--- src/rtl/sf_camera_seq_controller_pkg.sv ---
// Shared definitions for the camera sequencing controller: control-word bit
// positions, FSM state encoding and small width/decode helpers.
// No logic of its own; imported by the controller and its sub-module.
package sf_camera_seq_controller_pkg;

  // Bit positions inside the 32-bit control word from the register file.
  localparam int CTRL_ENABLE       = 0;
  localparam int CTRL_CONTINUOUS   = 1;
  localparam int CTRL_AUTO_FLASH   = 2;
  localparam int CTRL_MANUAL_FLASH = 3;
  localparam int CTRL_CAM_RESET    = 4;
  localparam int CTRL_START        = 5;

  typedef enum logic [2:0] {
    IDLE    = 3'd0,
    RESET   = 3'd1,
    WAKE    = 3'd2,
    ARM     = 3'd3,
    CAPTURE = 3'd4,
    DONE    = 3'd5
  } cam_state_t;

  // Width of a buffer index; a single buffer still needs a 1-bit port.
  function automatic int buf_width(input int n);
    return (n > 1) ? $clog2(n) : 1;
  endfunction

  // Camera is considered ready once the wake-up sequence has completed.
  function automatic logic cam_ready(input cam_state_t s);
    return (s == ARM) || (s == CAPTURE) || (s == DONE);
  endfunction

  // Camera reset line is asserted until the wake-up phase begins.
  function automatic logic cam_in_reset(input cam_state_t s);
    return (s == IDLE) || (s == RESET);
  endfunction

endpackage

--- src/rtl/sf_camera_seq_controller_clk_div.sv ---
// Purpose: divides clk down to the camera input clock (clk / (2*CLK_DIV)).
// Latency: output is a register; first rising edge CLK_DIV cycles after i_en rises.
// Backpressure: none; i_en low clears the counter and parks the clock low.
// Ports: clk/rst (sync, active-high), i_en run enable, o_clk divided clock.
module sf_camera_clk_div #(
  parameter int CLK_DIV = 2
) (
  input  logic clk,
  input  logic rst,
  input  logic i_en,
  output logic o_clk
);

  localparam int CNT_W = (CLK_DIV > 1) ? $clog2(CLK_DIV) : 1;
  localparam logic [CNT_W-1:0] TERM = CNT_W'(CLK_DIV - 1);

  logic [CNT_W-1:0] cnt;

  always_ff @(posedge clk) begin
    if (rst || !i_en) begin
      cnt   <= '0;
      o_clk <= 1'b0;
    end else if (cnt == TERM) begin
      cnt   <= '0;
      o_clk <= ~o_clk;
    end else begin
      cnt <= cnt + 1'b1;
    end
  end

endmodule

--- src/rtl/sf_camera_seq_controller.sv ---
// Purpose: sequences camera reset/wake-up, arms single-shot or continuous
//          captures, rotates frame buffers and drives the flash LED.
// Latency: every output is registered and reflects the next state, so it
//          changes one cycle after the input or state change that causes it.
// Backpressure: none; i_captured and control edges are acted on the cycle they
//          arrive, and events outside the state that uses them are dropped.
// Ports: clk/rst (sync, active-high); i_control control word; i_captured frame
//        complete pulse; i_flash_strobe camera strobe; o_cam_rst, o_cam_in_clk,
//        o_flash camera-side drives; o_status/o_busy status; o_enable_dma,
//        o_enable_reader capture enables; o_buf_sel target buffer;
//        o_frame_count completed frames.
module sf_camera_seq_controller
  import sf_camera_seq_controller_pkg::*;
#(
  parameter int CLK_DIV      = 2,
  parameter int RST_CYCLES   = 16,
  parameter int WAKE_CYCLES  = 32,
  parameter int FLASH_CYCLES = 8,
  parameter int NUM_BUFFERS  = 2
) (
  input  logic                              clk,
  input  logic                              rst,
  input  logic [31:0]                       i_control,
  input  logic                              i_captured,
  input  logic                              i_flash_strobe,
  output logic                              o_cam_rst,
  output logic                              o_cam_in_clk,
  output logic                              o_flash,
  output logic                              o_status,
  output logic                              o_busy,
  output logic                              o_enable_dma,
  output logic                              o_enable_reader,
  output logic [buf_width(NUM_BUFFERS)-1:0] o_buf_sel,
  output logic [15:0]                       o_frame_count
);

  localparam int BUF_W   = buf_width(NUM_BUFFERS);
  localparam int SEQ_MAX = (RST_CYCLES > WAKE_CYCLES) ? RST_CYCLES : WAKE_CYCLES;
  localparam int SEQ_W   = $clog2(SEQ_MAX + 1);
  localparam int FL_W    = $clog2(FLASH_CYCLES + 1);

  localparam logic [SEQ_W-1:0] RST_LAST  = SEQ_W'(RST_CYCLES - 1);
  localparam logic [SEQ_W-1:0] WAKE_LAST = SEQ_W'(WAKE_CYCLES - 1);
  localparam logic [FL_W-1:0]  FL_LOAD   = FL_W'(FLASH_CYCLES);
  localparam logic [BUF_W-1:0] BUF_LAST  = BUF_W'(NUM_BUFFERS - 1);

  // Control word decode
  logic enable, continuous, auto_flash, manual_flash, cam_reset, start;
  logic unused_control;

  assign enable         = i_control[CTRL_ENABLE];
  assign continuous     = i_control[CTRL_CONTINUOUS];
  assign auto_flash     = i_control[CTRL_AUTO_FLASH];
  assign manual_flash   = i_control[CTRL_MANUAL_FLASH];
  assign cam_reset      = i_control[CTRL_CAM_RESET];
  assign start          = i_control[CTRL_START];
  assign unused_control = ^i_control[31:6];

  // Edge detection on the level-sensitive control bits and the strobe
  logic cam_reset_q, start_q, strobe_q;
  logic cam_reset_rise, start_rise, strobe_rise;

  assign cam_reset_rise = cam_reset & ~cam_reset_q;
  assign start_rise     = start & ~start_q;
  assign strobe_rise    = i_flash_strobe & ~strobe_q;

  cam_state_t       state, nxt_state;
  logic [SEQ_W-1:0] seq_cnt, nxt_seq_cnt;
  logic [FL_W-1:0]  flash_cnt, nxt_flash_cnt;
  logic             frame_done;

  always_ff @(posedge clk) begin
    if (rst) begin
      state <= IDLE;
    end else begin
      state <= nxt_state;
    end
  end

  always_comb begin
    nxt_state     = state;
    frame_done    = 1'b0;
    nxt_seq_cnt   = '0;
    nxt_flash_cnt = '0;

    // Overrides first: disable beats a camera-reset request, which beats a
    // frame completion arriving in the same cycle.
    if (!enable) begin
      nxt_state = IDLE;
    end else if (cam_reset_rise && state != IDLE && state != RESET) begin
      nxt_state = RESET;
    end else begin
      case (state)
        IDLE:    nxt_state = RESET;
        RESET:   if (seq_cnt == RST_LAST)  nxt_state = WAKE;
        WAKE:    if (seq_cnt == WAKE_LAST) nxt_state = ARM;
        ARM:     if (continuous || start_rise) nxt_state = CAPTURE;
        CAPTURE: begin
          if (i_captured) begin
            nxt_state  = DONE;
            frame_done = 1'b1;
          end
        end
        DONE:    nxt_state = continuous ? CAPTURE : ARM;
        default: nxt_state = IDLE;
      endcase
    end

    // Dwell counter restarts on every state change so each timed phase
    // lasts exactly its programmed length regardless of how it was entered.
    if (nxt_state == state && (state == RESET || state == WAKE)) begin
      nxt_seq_cnt = seq_cnt + 1'b1;
    end

    // Auto-flash pulse only lives inside CAPTURE; leaving CAPTURE clears it.
    if (nxt_state == CAPTURE) begin
      if (state == CAPTURE && auto_flash && strobe_rise) begin
        nxt_flash_cnt = FL_LOAD;
      end else if (flash_cnt != '0) begin
        nxt_flash_cnt = flash_cnt - 1'b1;
      end
    end
  end

  always_ff @(posedge clk) begin
    if (rst) begin
      seq_cnt         <= '0;
      flash_cnt       <= '0;
      cam_reset_q     <= 1'b0;
      start_q         <= 1'b0;
      strobe_q        <= 1'b0;
      o_cam_rst       <= 1'b1;
      o_flash         <= 1'b0;
      o_status        <= 1'b0;
      o_busy          <= 1'b0;
      o_enable_dma    <= 1'b0;
      o_enable_reader <= 1'b0;
      o_buf_sel       <= '0;
      o_frame_count   <= '0;
    end else begin
      seq_cnt         <= nxt_seq_cnt;
      flash_cnt       <= nxt_flash_cnt;
      cam_reset_q     <= cam_reset;
      start_q         <= start;
      strobe_q        <= i_flash_strobe;
      o_cam_rst       <= cam_in_reset(nxt_state);
      o_flash         <= manual_flash | (nxt_flash_cnt != '0);
      o_status        <= cam_ready(nxt_state);
      o_busy          <= (nxt_state == CAPTURE);
      o_enable_dma    <= (nxt_state == CAPTURE);
      o_enable_reader <= (nxt_state == CAPTURE);
      if (frame_done) begin
        o_frame_count <= o_frame_count + 16'd1;
        o_buf_sel     <= (o_buf_sel == BUF_LAST) ? '0 : o_buf_sel + 1'b1;
      end
    end
  end

  sf_camera_clk_div #(
    .CLK_DIV (CLK_DIV)
  ) u_clk_div (
    .clk   (clk),
    .rst   (rst),
    .i_en  (enable),
    .o_clk (o_cam_in_clk)
  );

endmodule

--- config.mk ---
export PLATFORM = sky130hd
export DESIGN_NAME = sf_camera_seq_controller
export DESIGN_NICKNAME = d
export VERILOG_FILES = /design/src/rtl/sf_camera_seq_controller_pkg.sv /design/src/rtl/sf_camera_seq_controller_clk_div.sv /design/src/rtl/sf_camera_seq_controller.sv
export SDC_FILE = /design/constraint.sdc
export NUM_CORES = 1
export LEC_CHECK = 0
export BUFFER_PORTS_ARGS = -buffer_cell sky130_fd_sc_hd__buf_2
export CAP_MARGIN = 10
export CORE_ASPECT_RATIO = 1.25
export CORE_MARGIN = 5
export CORE_UTILIZATION = 35
export DETAILED_ROUTE_END_ITERATION = 8
export PLACE_DENSITY_LB_ADDON = 0.15
export SKIP_CTS_REPAIR_TIMING = 1
export SLEW_MARGIN = 5
export SYNTH_ARGS = -nofsm -noshare
export SYNTH_HDL_FRONTEND = slang
export SYNTH_SLANG_ARGS = --single-unit
--- constraint.sdc ---
create_clock -name clk -period 4.45 [get_ports clk]
set_input_delay 1.1125 -clock clk [delete_from_list [all_inputs] [get_ports clk]]
set_output_delay 1.1125 -clock clk [all_outputs]
set_load 0.1 [all_outputs]
## Word level (Yosys, flattened, before mapping)

Cells that the tools add are included.
Widths: inputs -> output; s select.

- Register bits after elaboration: 39
- Bits of input ports: 36
- Output and inout port bits: 24
- Word-level logic and storage cells: 76

- $add $sub $neg: 5
- Equality and inequality tests: 13
- Multiplexer cells: 16
- Bitwise operators: 9
- Reduce and logical (&&, ||, !) cells: 19

Operators by type and width:

| operator | number |
|---|---|
| $mux 3 | 7 |
| $pmux 3 s6 | 1 |
| $add 16x1->16 const B | 1 |
| $eq 3x3->1 const B | 4 |
| $mux 4 | 3 |
| $eq 3x2->1 const B | 3 |
| $reduce_bool 4->1 | 2 |
| $add 6x1->6 const B | 1 |
| $eq 3x1->1 const B | 2 |
| $eq 6x4->1 const B | 1 |
| $eq 6x5->1 const B | 1 |
| $logic_not 3->1 | 2 |
| $logic_or 1x1->1 | 6 |
| $logic_and 1x1->1 | 5 |
| $mux 1 | 5 |
| $not 1->1 | 5 |
| $reduce_or 2->1 | 2 |
| $sub 4x1->4 const B | 1 |
| $and 1x1->1 | 3 |
| $eq 3x3->1 | 1 |
| $ne 3x1->1 const B | 1 |
| $reduce_bool 3->1 | 1 |
| $add 1x1->1 const B | 2 |
| $logic_not 1->1 | 1 |
| $or 1x1->1 | 1 |

## Longest topological paths before layout

Gate-level depths: netlist of run 1.

- Depth after elaboration: 11
- Gate-level depth with buffers: 8
- Gate-level depth less buffers: 6

## Hierarchy

From an unflattened synthesis of run 1, not the netlist that was laid out.

- Cell total of the unflattened synthesis: 199
- Area total of the unflattened synthesis: 1765.4 µm²

By module, submodules not included:

| module | times used | cells an instance | area each (µm²) | seq. area each (µm²) |
|---|---|---|---|---|
| sf_camera_seq_controller | 1 | 193 | 1702.9 | 740.7 |
| sf_camera_clk_div | 1 | 6 | 62.6 | 40.0 |

## Worst setup path before layout of run 1

No wires, ideal clock.

- Kind: input to register
- From: in i_control[5]
- To: reg o_frame_count[6]
- Setup time: 121 ps
- Arrival: 2494 ps
- Required time: 4329 ps
- Path slack: 1835 ps
- Stages on the path: 6
- Buffers on the path: 1
- Cell sequence: nor2b_1 -> o21ai_0 -> a221oi_2 -> buf_6 -> nor4b_1 -> mux2_4

RTL lines:

| what | line | text |
|---|---|---|
| start: declaration | sf_camera_seq_controller.sv:23 | `input logic [31:0] i_control,` |
| end signal: assignment | sf_camera_seq_controller.sv:153 | `o_frame_count <= o_frame_count + 16'd1;` |
| end: declaration | sf_camera_seq_controller.sv:34 | `output logic [15:0] o_frame_count` |

## Worst setup path after layout of run 1

- From: in i_control[5]
- To: reg flash_cnt[2]

- Longest elaborated chain between the ends: 8

RTL lines:

| what | line | text |
|---|---|---|
| $and 1x1->1 | sf_camera_seq_controller.sv:64 | `assign start_rise = start & ~start_q;` |
| $logic_or 1x1->1 | sf_camera_seq_controller.sv:97 | `ARM: if (continuous \|\| start_rise) nxt_state = CAPTURE;` |
| $mux 3 | sf_camera_seq_controller.sv:97 |  |
| $pmux 3 s6 | sf_camera_seq_controller.sv:93 | `case (state)` |
| $mux 3 | sf_camera_seq_controller.sv:90 | `end else if (cam_reset_rise && state != IDLE && state != RESET) begin` |
| $mux 3 | sf_camera_seq_controller.sv:88 | `if (!enable) begin` |
| $eq 3x3->1 | sf_camera_seq_controller.sv:116 | `if (nxt_state == CAPTURE) begin` |
| $mux 4 | sf_camera_seq_controller.sv:116 |  |
| end signal: assignment | sf_camera_seq_controller.sv:142 | `flash_cnt <= nxt_flash_cnt;` |
| end: declaration | sf_camera_seq_controller.sv:69 | `logic [FL_W-1:0] flash_cnt, nxt_flash_cnt;` |

Every way passes these cells.
A chain may end at the register's enable or synchronous reset.

==> impl_metrics.csv, run 1 <==
group,metric,value,unit
setup_path,worst_setup_path_end_kind,"flip-flop",
logic_synthesis,synthCells,233,
detailed_routing,drt_wl_total,4743,um
detailed_routing,postRouteAntennaNets,0,
clocking,cts_max_path_buffers,2,
grt,grt_pass1_wl,7790,um
sta,setup_viol,0,
logic_synthesis,yosys.area.top_type_share,0.3824,
sta,worst_clock_skew,0.006435,ns
detailed_routing,drtIter0Drc,60,
sta,period_share,0.5972,
detailed_routing,route.detailed.drc,0,
logic_synthesis,synthFlopType,"dfxtp_1",
logic_synthesis,synth_most_common_cell,"dfxtp_1",
logic_synthesis,ys_seq_elements,39,
sta,finalHoldViolations,0,
detailed_routing,vias,1826,
logic_synthesis,synthArstFlopShare,0,
sta,worstMarginPinSlew,0.9890,ns
logic_synthesis,yosys.area.top_type,"dfxtp_1",
clocking,cts_max_level,2,
logic_synthesis,synthTopCellsByCount,"dfxtp_1, a21oi_1, nor2_1",
finish,regArea,780.7,sq um
die,fp.coreArea,5741,sq um
clocking,clk_pin_slew,0.08,ns
detailed_routing,vias_per_cell,5.567,
logic_synthesis,ys_seq_area_frac,0.3824,
clocking,cts_tree,"yes",
setup_path,required,4.61,ns
status,outcome,"complete, no violations",
sta,setup-tns-final,0,ns
die,fp.dieW,78.32,um
die,fp-row-count,31,
sta,maxSlewViolCount,0,
grt,overflow,0,
finish,drive_above_1_share,0.2099,
finish,multi_input_area,1141,sq um
logic_synthesis,syn_area,2042,sq um
power_and_ir_drop,power.density,280.7,nW/um^2
grt,grt_pass1_vias,1722,
logic_synthesis,ys_top_cells_by_area,"dfxtp_1, a21oi_1, o31ai_1",
job,maxCapViolations,0,
logic_synthesis,synth_edf_count,0,
sta,rsz0062_at_grt,"no",
placement,io_buffer_count,33,
detailed_routing,drtPass1Iterations,4,
power_and_ir_drop,power_leakage,0.8411,nW
clocking,cts_buffers,5,
die,initial_utilization,0.3557,
setup_path,crit_arrival,2.81,ns
logic_synthesis,yosysWarningCount,0,
setup_path,path_class,"in2reg",
placement,place_area,2203,sq um
clocking,root_buffer,"clkbuf_8",
placement,hpwl,3349,um
clocking,cts.sinks,39,
setup_path,crit_fanout,28,
power_and_ir_drop,ir_drop,0.1880,mV
grt,grt_max_degree,37,
setup_path,worstSetupStartpointType,"input port",
grt,antenna_found_initial,0,
logic_synthesis,synth_fp_nets,272,
sta,fin_crit,2.658,ns
finish,fin_util,0.4000,
placement,gp_congestion,0.7564,
detailed_routing,wl_per_cell,14.46,um
logic_synthesis,netlist-cell-type-count,53,
finish,final_nets,300,
finish,fillers,612,
finish,diodes,0,
die,die_h,95.40,um
hold_path,min_path_type,"reg2reg",
finish,syn_to_final_growth,12.44,%
logic_synthesis,avgSynthCellArea,8.764,sq um
die,pin_count,60,
clocking,clock_latency,0.29,ns
sta,slew_headroom,0.3406,
sta,max_freq,376.3,MHz
finish,design_area,2296,sq um
grt,grt_util_all_layers,0.1315,
die,die-area,7471,sq um
-- logic make-up after synthesis --
group,share of synthesized area
AND/OR/NAND/NOR,0.2837
AO/OA/AOI/OAI,0.2273
flip-flops,0.3824
buffers and inverters,0.05882
XOR/XNOR,0.01716
adder cells (fa/ha/maj),0.02329
multiplexers,0.007351
-- critical path, stage by stage --
cell      delay [ns]
buf_2           0.10
nor2b_1         0.15
o2111a_1        0.31
o21ai_2         0.78
a211o_1         0.29
a211oi_1        0.07
-- stage by stage --
step	power [mW]	cells	hold slack, ns	worst slack (ns)
CTS	0.6589	328	0.4390	1.783
detailed placement	0.4028	320	0.4265	1.463
floorplan	0.3929	233	0.4118	1.835
finish	0.6445	328	0.4363	1.792
global placement	0.4024	320	0.4256	1.477
global route	0.6777	328	0.4761	1.606
-- report_power, final --
group	switching, mW	internal, mW	total (mW)	leakage [nW]
combinational	0.0285	0.0109	0.0394	0.485
sequential	0.00270	0.352	0.355	0.316
clock	0.138	0.112	0.250	0.0408
-- per-layer routing --
metal / vias up / wire length [um] / global-route usage
met3: 5 / 191 / 0.03403
li1: 928 / - / -
met4: 0 / 55 / 0.04373
met5: - / 0 / 0
met2: 32 / 2304 / 0.2293
met1: 861 / 2192 / 0.1574
-- placed cells by master, fill, tap and decap left out, types with 2 or more instances in the layout --
cell,Yosys,routed
inv_1,7,7
o211ai_1,5,5
nand2_1,11,11
a211o_1,2,2
nand2b_1,8,8
ha_1,3,3
buf_2,3,33
nor2_1,16,16
nor2b_1,11,11
xnor2_1,3,3
a21oi_1,18,18
dfxtp_1,39,39
nand4_1,5,5
o31ai_1,11,11
clkinvlp_4,0,2
nor2_2,2,2
a211oi_1,2,2
o21ai_1,8,8
nor3_1,5,5
or4_1,9,9
nand3_1,10,10
nor4_1,2,2
clkbuf_8,0,5
and3_1,3,3
o41ai_2,2,2
o21ai_0,3,3
or3_1,10,10
-- worst paths after layout --
check / from / end / slack, ns / cells after the start
max: i_control[5] / flash_cnt[2]$_SDFF_PP0_ / 1.79 / 6
min: u_clk_div.cnt$_SDFF_PP0_ / u_clk_div.cnt$_SDFF_PP0_ / 0.44 / 1
min reg2reg: u_clk_div.cnt$_SDFF_PP0_ / u_clk_div.cnt$_SDFF_PP0_ / 0.44 / 1
max reg2reg: state[0]$_SDFF_PP0_ / flash_cnt[2]$_SDFF_PP0_ / 2.14 / 5
-- registers in the layout, summed over array words and instances, names as in the netlist, 3 cells and up --
name / cells
seq_cnt: 6
state: 3
flash_cnt: 4
o_frame_count: 16
-- layout make-up --
cell class | instances | share of cell area
multi-input cells | 174 | 0.4970
flip-flops and latches | 39 | 0.3401
repair buffers | 34 | 0.07520
well taps | 66 | 0.03597
clock buffers | 5 | 0.02997
inverters | 7 | 0.01144
clock inverters | 3 | 0.01035
Note: power is estimated with default switching activity, not from simulation.
==> run 2, diff against run 1 <==
- ABC_AREA: not set -> 1
- clock period: 4.45 -> 2.2 ns (I/O delays scaled with it)
==> impl_metrics.csv, run 2 <==
group,metric,value,unit
die,die_h,93.98,um
finish,syn_to_final_growth,19.14,%
finish,fin_util,0.4322,
grt,overflow,0,
sta,slew_headroom,0.6751,
finish,final_cell_mix,"nand2_1, nor2_1, dfxtp_1",
power_and_ir_drop,power_leakage,0.9982,nW
logic_synthesis,synth_most_common_cell,"nand2_1",
finish,design_area,2352,sq um
grt,antenna_found_initial,0,
sta,rsz0062_at_grt,"no",
clocking,root_buffer,"clkbuf_8",
logic_synthesis,synthXorXnorAreaFrac,0.05323,
setup_path,r2r_cells,9,
finish,regArea,782.0,sq um
clocking,cts_buffers,5,
power_and_ir_drop,finalPower,1.503,mW
logic_synthesis,synth_fa_ha_area_frac,0.01901,
logic_synthesis,ys_seq_area_frac,0.3954,
setup_path,r2r_slack,0.45,ns
die,fp.dieW,77.18,um
sta,period_share,0.8010,
setup_path,path_delay_family,"buffers and inverters",
status,outcome,"complete, no violations",
logic_synthesis,syn_area,1974,sq um
power_and_ir_drop,ir_drop,0.3330,mV
logic_synthesis,yosys.area.top_type,"dfxtp_1",
die,pin_count,60,
clocking,cts.sinks,39,
job,maxCapViolations,0,
detailed_routing,wl_met2,2081,um
die,fp.coreArea,5443,sq um
setup_path,rr_startpoint,"state[2]$_SDFF_PP0_",
setup_path,worst_setup_path_end_kind,"output port",
setup_path,path_class,"reg2out",
detailed_routing,postRouteAntennaNets,0,
grt,grt_util_all_layers,0.1285,
logic_synthesis,synth_edf_count,0,
detailed_routing,met3_length,220,um
sta,hold_ws,0.4427,ns
sta,worst_clock_skew,0.007080,ns
logic_synthesis,synthTopCellsByCount,"nand2_1, nor2_1, dfxtp_1, inv_1, a21oi_1",
logic_synthesis,synth_top_family_by_area,"simple AND/OR/NAND/NOR gates",
sta,setup_viol,0,
placement,io_buffer_count,33,
finish,largest_reg_flops,16,
logic_synthesis,ys_top_cells_by_area,"dfxtp_1, nand2_1, nor2_1",
detailed_routing,drtPass1Iterations,4,
detailed_routing,top_layer_used,"met4",
finish,fillers,577,
setup_path,crit_fanout,5,
logic_synthesis,yosys.area.top_type_share,0.3954,
sta,fin_crit,1.762,ns
sta,maxSlewViolCount,0,
clocking,cts_max_path_buffers,2,
logic_synthesis,synthFlopType,"dfxtp_1",
setup_path,slowest_stage,"buf_2",
detailed_routing,route.detailed.drc,0,
logic_synthesis,synth_compound_area_frac,0.08935,
sta,setup-tns-final,0,ns
setup_path,path_cells,"buf_2",
detailed_routing,vias_per_cell,4.689,
die,initial_utilization,0.3628,
clocking,clock_latency,0.29,ns
logic_synthesis,netlist-cell-type-count,30,
detailed_routing,wl_per_cell,11.73,um
grt,grt_pass1_wl,7583,um
logic_synthesis,yosysWarningCount,0,
setup_path,critPathCapture,"o_frame_count[13]",
placement,hpwl,3383,um
placement,gp_congestion,0.8669,
detailed_routing,vias,1796,
detailed_routing,drtIter0Drc,75,
die,die-area,7253,sq um
hold_path,min_path_type,"reg2reg",
grt,grt_pass1_vias,1673,
setup_path,worstSetupStartpointType,"flip-flop",
logic_synthesis,synthCells,280,
logic_synthesis,synth-simple-area-share,0.3561,
clocking,cts_max_level,2,
detailed_routing,wl_met1,2127,um
sta,finalHoldViolations,0,
finish,top_register,"o_frame_count",
finish,diodes,0,
setup_path,required,1.65,ns
grt,grt_max_degree,18,
logic_synthesis,muxShareOfSynthArea,0,
finish,top_regs,"o_frame_count (16), seq_cnt (6), flash_cnt (4)",
setup_path,r2r-end,"o_frame_count[8]$_SDFFE_PP0P_",
setup_path,cp.depth,1,
logic_synthesis,ys_seq_elements,39,
setup_path,cp_num_buf_inv,1,
setup_path,crit_arrival,1.21,ns
setup_path,max_stage_delay,0.47,ns
clocking,clk_pin_slew,0.08,ns
placement,place_area,2216,sq um
finish,multi_input_area,1022,sq um
setup_path,startpoint,"o_frame_count[13]$_SDFFE_PP0P_",
clocking,cts_tree,"yes",
finish,final_nets,357,
sta,worstMarginPinSlew,0.4907,ns
finish,final_common_cell,"nand2_1",
finish,drive_above_1_share,0.2257,
power_and_ir_drop,power.density,638.9,nW/um^2
die,fp-row-count,30,
sta,max_freq,567.5,MHz
logic_synthesis,synthArstFlopShare,0,
logic_synthesis,avgSynthCellArea,7.051,sq um
detailed_routing,drt_wl_total,4491,um
logic_synthesis,synth_fp_nets,319,
## run 2: cell types whose count changed in the layout (fill, tap and decap cells not counted), moves of 9 or more
cell / change
or3_1: -10
inv_1: +25
nor2_1: +29
o31ai_1: -11
nand2_1: +45
or4_1: -9
nor2b_1: -11
## run 2: cell type report
type / instances / share of cell area
clock buffers: 5 / 0.02926
clock inverters: 3 / 0.02872
inverters: 36 / 0.05798
multi-input cells: 199 / 0.4346
flip-flops and latches: 39 / 0.3324
well taps: 64 / 0.03404
repair buffers: 37 / 0.08298
## run 2: routing by layer
layer | GRT usage | vias to the layer above
met4 | 0.03868 | 0
met1 | 0.1585 | 792
met2 | 0.2212 | 35
li1 | - | 962
met3 | 0.02879 | 7
met5 | 0 | -
## run 2: how the worst min path moves through the flow
stage | start | endpoint | cells after the start
5_1_grt | i_control[3] | o_flash$_SDFF_PP0_ | 3
3_3_place_gp | u_clk_div.cnt$_SDFF_PP0_ | u_clk_div.cnt$_SDFF_PP0_ | 1
6_report | u_clk_div.cnt$_SDFF_PP0_ | u_clk_div.cnt$_SDFF_PP0_ | 1
2_1_floorplan | u_clk_div.cnt$_SDFF_PP0_ | u_clk_div.cnt$_SDFF_PP0_ | 1
3_5_place_dp | u_clk_div.cnt$_SDFF_PP0_ | u_clk_div.cnt$_SDFF_PP0_ | 1
4_1_cts | i_control[3] | o_flash$_SDFF_PP0_ | 3
## run 2: cell families (layout without fill, tap and decap cells)
kind of cell	count (synthesis)	after routing
flops	39	39
fa+ha+maj	3	3
xor+xnor	12	12
simple gates	152	152
buf+inv	42	81
compound gates	32	32
## run 2: per-stage QoR
step	setup slack [ns]	cells
2_1_floorplan	0.009200	280
3_3_place_gp	0.4528	375
3_5_place_dp	0.4549	375
4_1_cts	0.4162	383
5_1_grt	0.2574	383
6_report	0.4379	383
## run 2: where the power goes
group	switching, mW	internal (mW)
combinational	0.0445	0.0198
sequential	0.00387	0.712
clock	0.270	0.453
total	0.318	1.18
==> run 3, diff against run 2 <==
- ABC_AREA: 1 -> 0
- clock period: 2.2 -> 1.5 ns (I/O delays scaled with it)
==> impl_metrics.csv, run 3 (synthesis gave the netlist of run 1 again) <==
group,metric,value,unit
status,outcome,"finished with violations",
status,violations,"negative setup slack",
setup_path,max_stage_delay,0.44,ns
detailed_routing,drtPass1Iterations,4,
setup_path,required,1.71,ns
die,initial_utilization,0.3557,
detailed_routing,vias,2015,
sta,worst_clock_skew,0.009982,ns
hold_path,holdPathStages,3,
finish,multi_input_area,1299,sq um
setup_path,rr_startpoint,"seq_cnt[0]$_SDFF_PP0_",
die,fp-row-count,31,
power_and_ir_drop,power_leakage,1.192,nW
die,die-area,7471,sq um
placement,place_area,2714,sq um
setup_path,path_delay_family,"simple AND/OR/NAND/NOR gates",
grt,overflow,0,
grt,grt_pass1_wl,8480,um
placement,numPlacedInstances,364,
sta,hold_ws,0.2760,ns
finish,top_register,"o_frame_count",
detailed_routing,postRouteAntennaNets,0,
hold_path,min-delay-start,"i_control[3]",
grt,grt_pass1_vias,1895,
clocking,clk_pin_slew,0.09,ns
setup_path,r2r_cells,6,
sta,setup_viol,34,
detailed_routing,wl_per_cell,14.50,um
sta,maxSlewViolCount,0,
setup_path,cp_num_buf_inv,0,
die,die_h,95.40,um
sta,finalHoldViolations,0,
detailed_routing,vias_per_cell,5.331,
sta,setup_ws,-0.4087,ns
placement,hpwl,3965,um
detailed_routing,wl_met2,2873,um
finish,instances_no_fill,378,
finish,final_nets,350,
setup_path,r2r-end,"seq_cnt[2]$_SDFF_PP0_",
sta,fin_crit,1.909,ns
hold_path,min_path_type,"in2reg",
clocking,cts.sinks,39,
setup_path,r2r_slack,-0.41,ns
clocking,cts_max_level,2,
detailed_routing,drt_wl_total,5480,um
finish,final_common_cell,"buf_4",
finish,drive_above_1_share,0.4583,
finish,diodes,0,
finish,design_area,3014,sq um
grt,grt_util_all_layers,0.1436,
power_and_ir_drop,power.density,654.1,nW/um^2
setup_path,crit_arrival,2.12,ns
placement,gp_congestion,0.8635,
sta,max_freq,523.9,MHz
job,maxCapViolations,0,
clocking,cts_buffers,5,
setup_path,path_cells,"ha_4, nand4b_4, or4_4, a211o_4, or3_1, o31ai_1",
finish,syn_to_final_growth,47.61,%
die,pin_count,60,
detailed_routing,met3_length,212,um
setup_path,worstSetupStartpointType,"flip-flop",
setup_path,crit_fanout,5,
finish,final_cell_mix,"buf_4, buf_2, dfxtp_1",
finish,top_regs,"o_frame_count (16), seq_cnt (6), flash_cnt (4)",
die,fp.coreArea,5741,sq um
finish,fillers,561,
setup_path,worst_setup_path_end_kind,"flip-flop",
finish,largest_reg_flops,16,
clocking,cts_tree,"yes",
grt,grt_max_degree,27,
power_and_ir_drop,ir_drop,0.4745,mV
die,fp.dieW,78.32,um
grt,antenna_found_initial,0,
setup_path,slowest_stage,"or4_4",
placement,io_buffer_count,33,
detailed_routing,route.detailed.drc,0,
detailed_routing,drtIter0Drc,48,
sta,setup-tns-final,-10.58,ns
clocking,clock_latency,0.30,ns
clocking,cts_max_path_buffers,2,
hold_path,hold_end,"o_flash$_SDFF_PP0_",
sta,slew_headroom,0.6777,
sta,worstMarginPinSlew,0.4867,ns
setup_path,path_class,"reg2reg",
finish,regArea,838.3,sq um
sta,rsz0062_at_grt,"yes",
detailed_routing,top_layer_used,"met4",
detailed_routing,wl_met1,2309,um
clocking,root_buffer,"clkbuf_8",
placement,pre_cts_ws,-0.4307,ns
sta,period_share,1.272,
## run 3: cell types whose count changed in the layout (fill, tap and decap cells not counted), sizes merged, moves of 5 or more
cell    change
buf        +36
clkbuf     +11
inv        -25
nand2      -54
nand2b      +8
nand3       -7
nor2       -33
nor2b      +11
nor3        -5
o211ai      +5
o31ai      +11
or3        +10
or4        +10
xor2        -6
## run 3: how the worst max path moves through the flow
| stage | start | end | slack [ns] | depth (start not counted) |
|---|---|---|---|---|
| CTS | seq_cnt[1]$_SDFF_PP0_ | seq_cnt[2]$_SDFF_PP0_ | -0.43 | 6 |
| finish | seq_cnt[0]$_SDFF_PP0_ | seq_cnt[2]$_SDFF_PP0_ | -0.41 | 6 |
| global placement | i_control[5] | o_frame_count[1]$_SDFFE_PP0P_ | -0.40 | 7 |
| detailed placement | i_control[4] | o_frame_count[11]$_SDFFE_PP0P_ | -0.43 | 7 |
| global route | seq_cnt[1]$_SDFF_PP0_ | seq_cnt[2]$_SDFF_PP0_ | -0.48 | 6 |
| floorplan | state[1]$_SDFF_PP0_ | seq_cnt[2]$_SDFF_PP0_ | -0.36 | 6 |
## run 3: power breakdown
group | switching [mW] | total [mW] | internal, mW
clock | 0.423 | 0.759 | 0.336
combinational | 0.104 | 0.183 | 0.0785
sequential | 0.00764 | 1.03 | 1.02
## run 3: cell type report
class,count,share of cell area
Inverter,7,0.008717
Clock inverter,3,0.007057
Sequential cell,39,0.2781
Tap cell,66,0.02740
Multi-Input combinational cell,174,0.4309
Timing Repair Buffer,84,0.2250
Clock buffer,5,0.02283
## run 3: layer usage
metal | up-vias | GRT usage
met5 | - | 0
met4 | 0 | 0.04810
met3 | 7 | 0.03781
met2 | 33 | 0.2707
met1 | 939 | 0.1549
li1 | 1036 | -
## run 3: worst min-delay path, cell delays in order
cell and delay [ns]:
buf_2 0.08, nand2b_1 0.05, o41ai_2 0.04
## run 3: through the flow
step / utilization / power, mW
after CTS: 0.4884 / 1.992
after floorplan: - / 1.152
final: 0.5251 / 1.972
after detailed placement: 0.4728 / 1.221
after global placement: 0.4728 / 1.219
after global routing: 0.5251 / 2.065
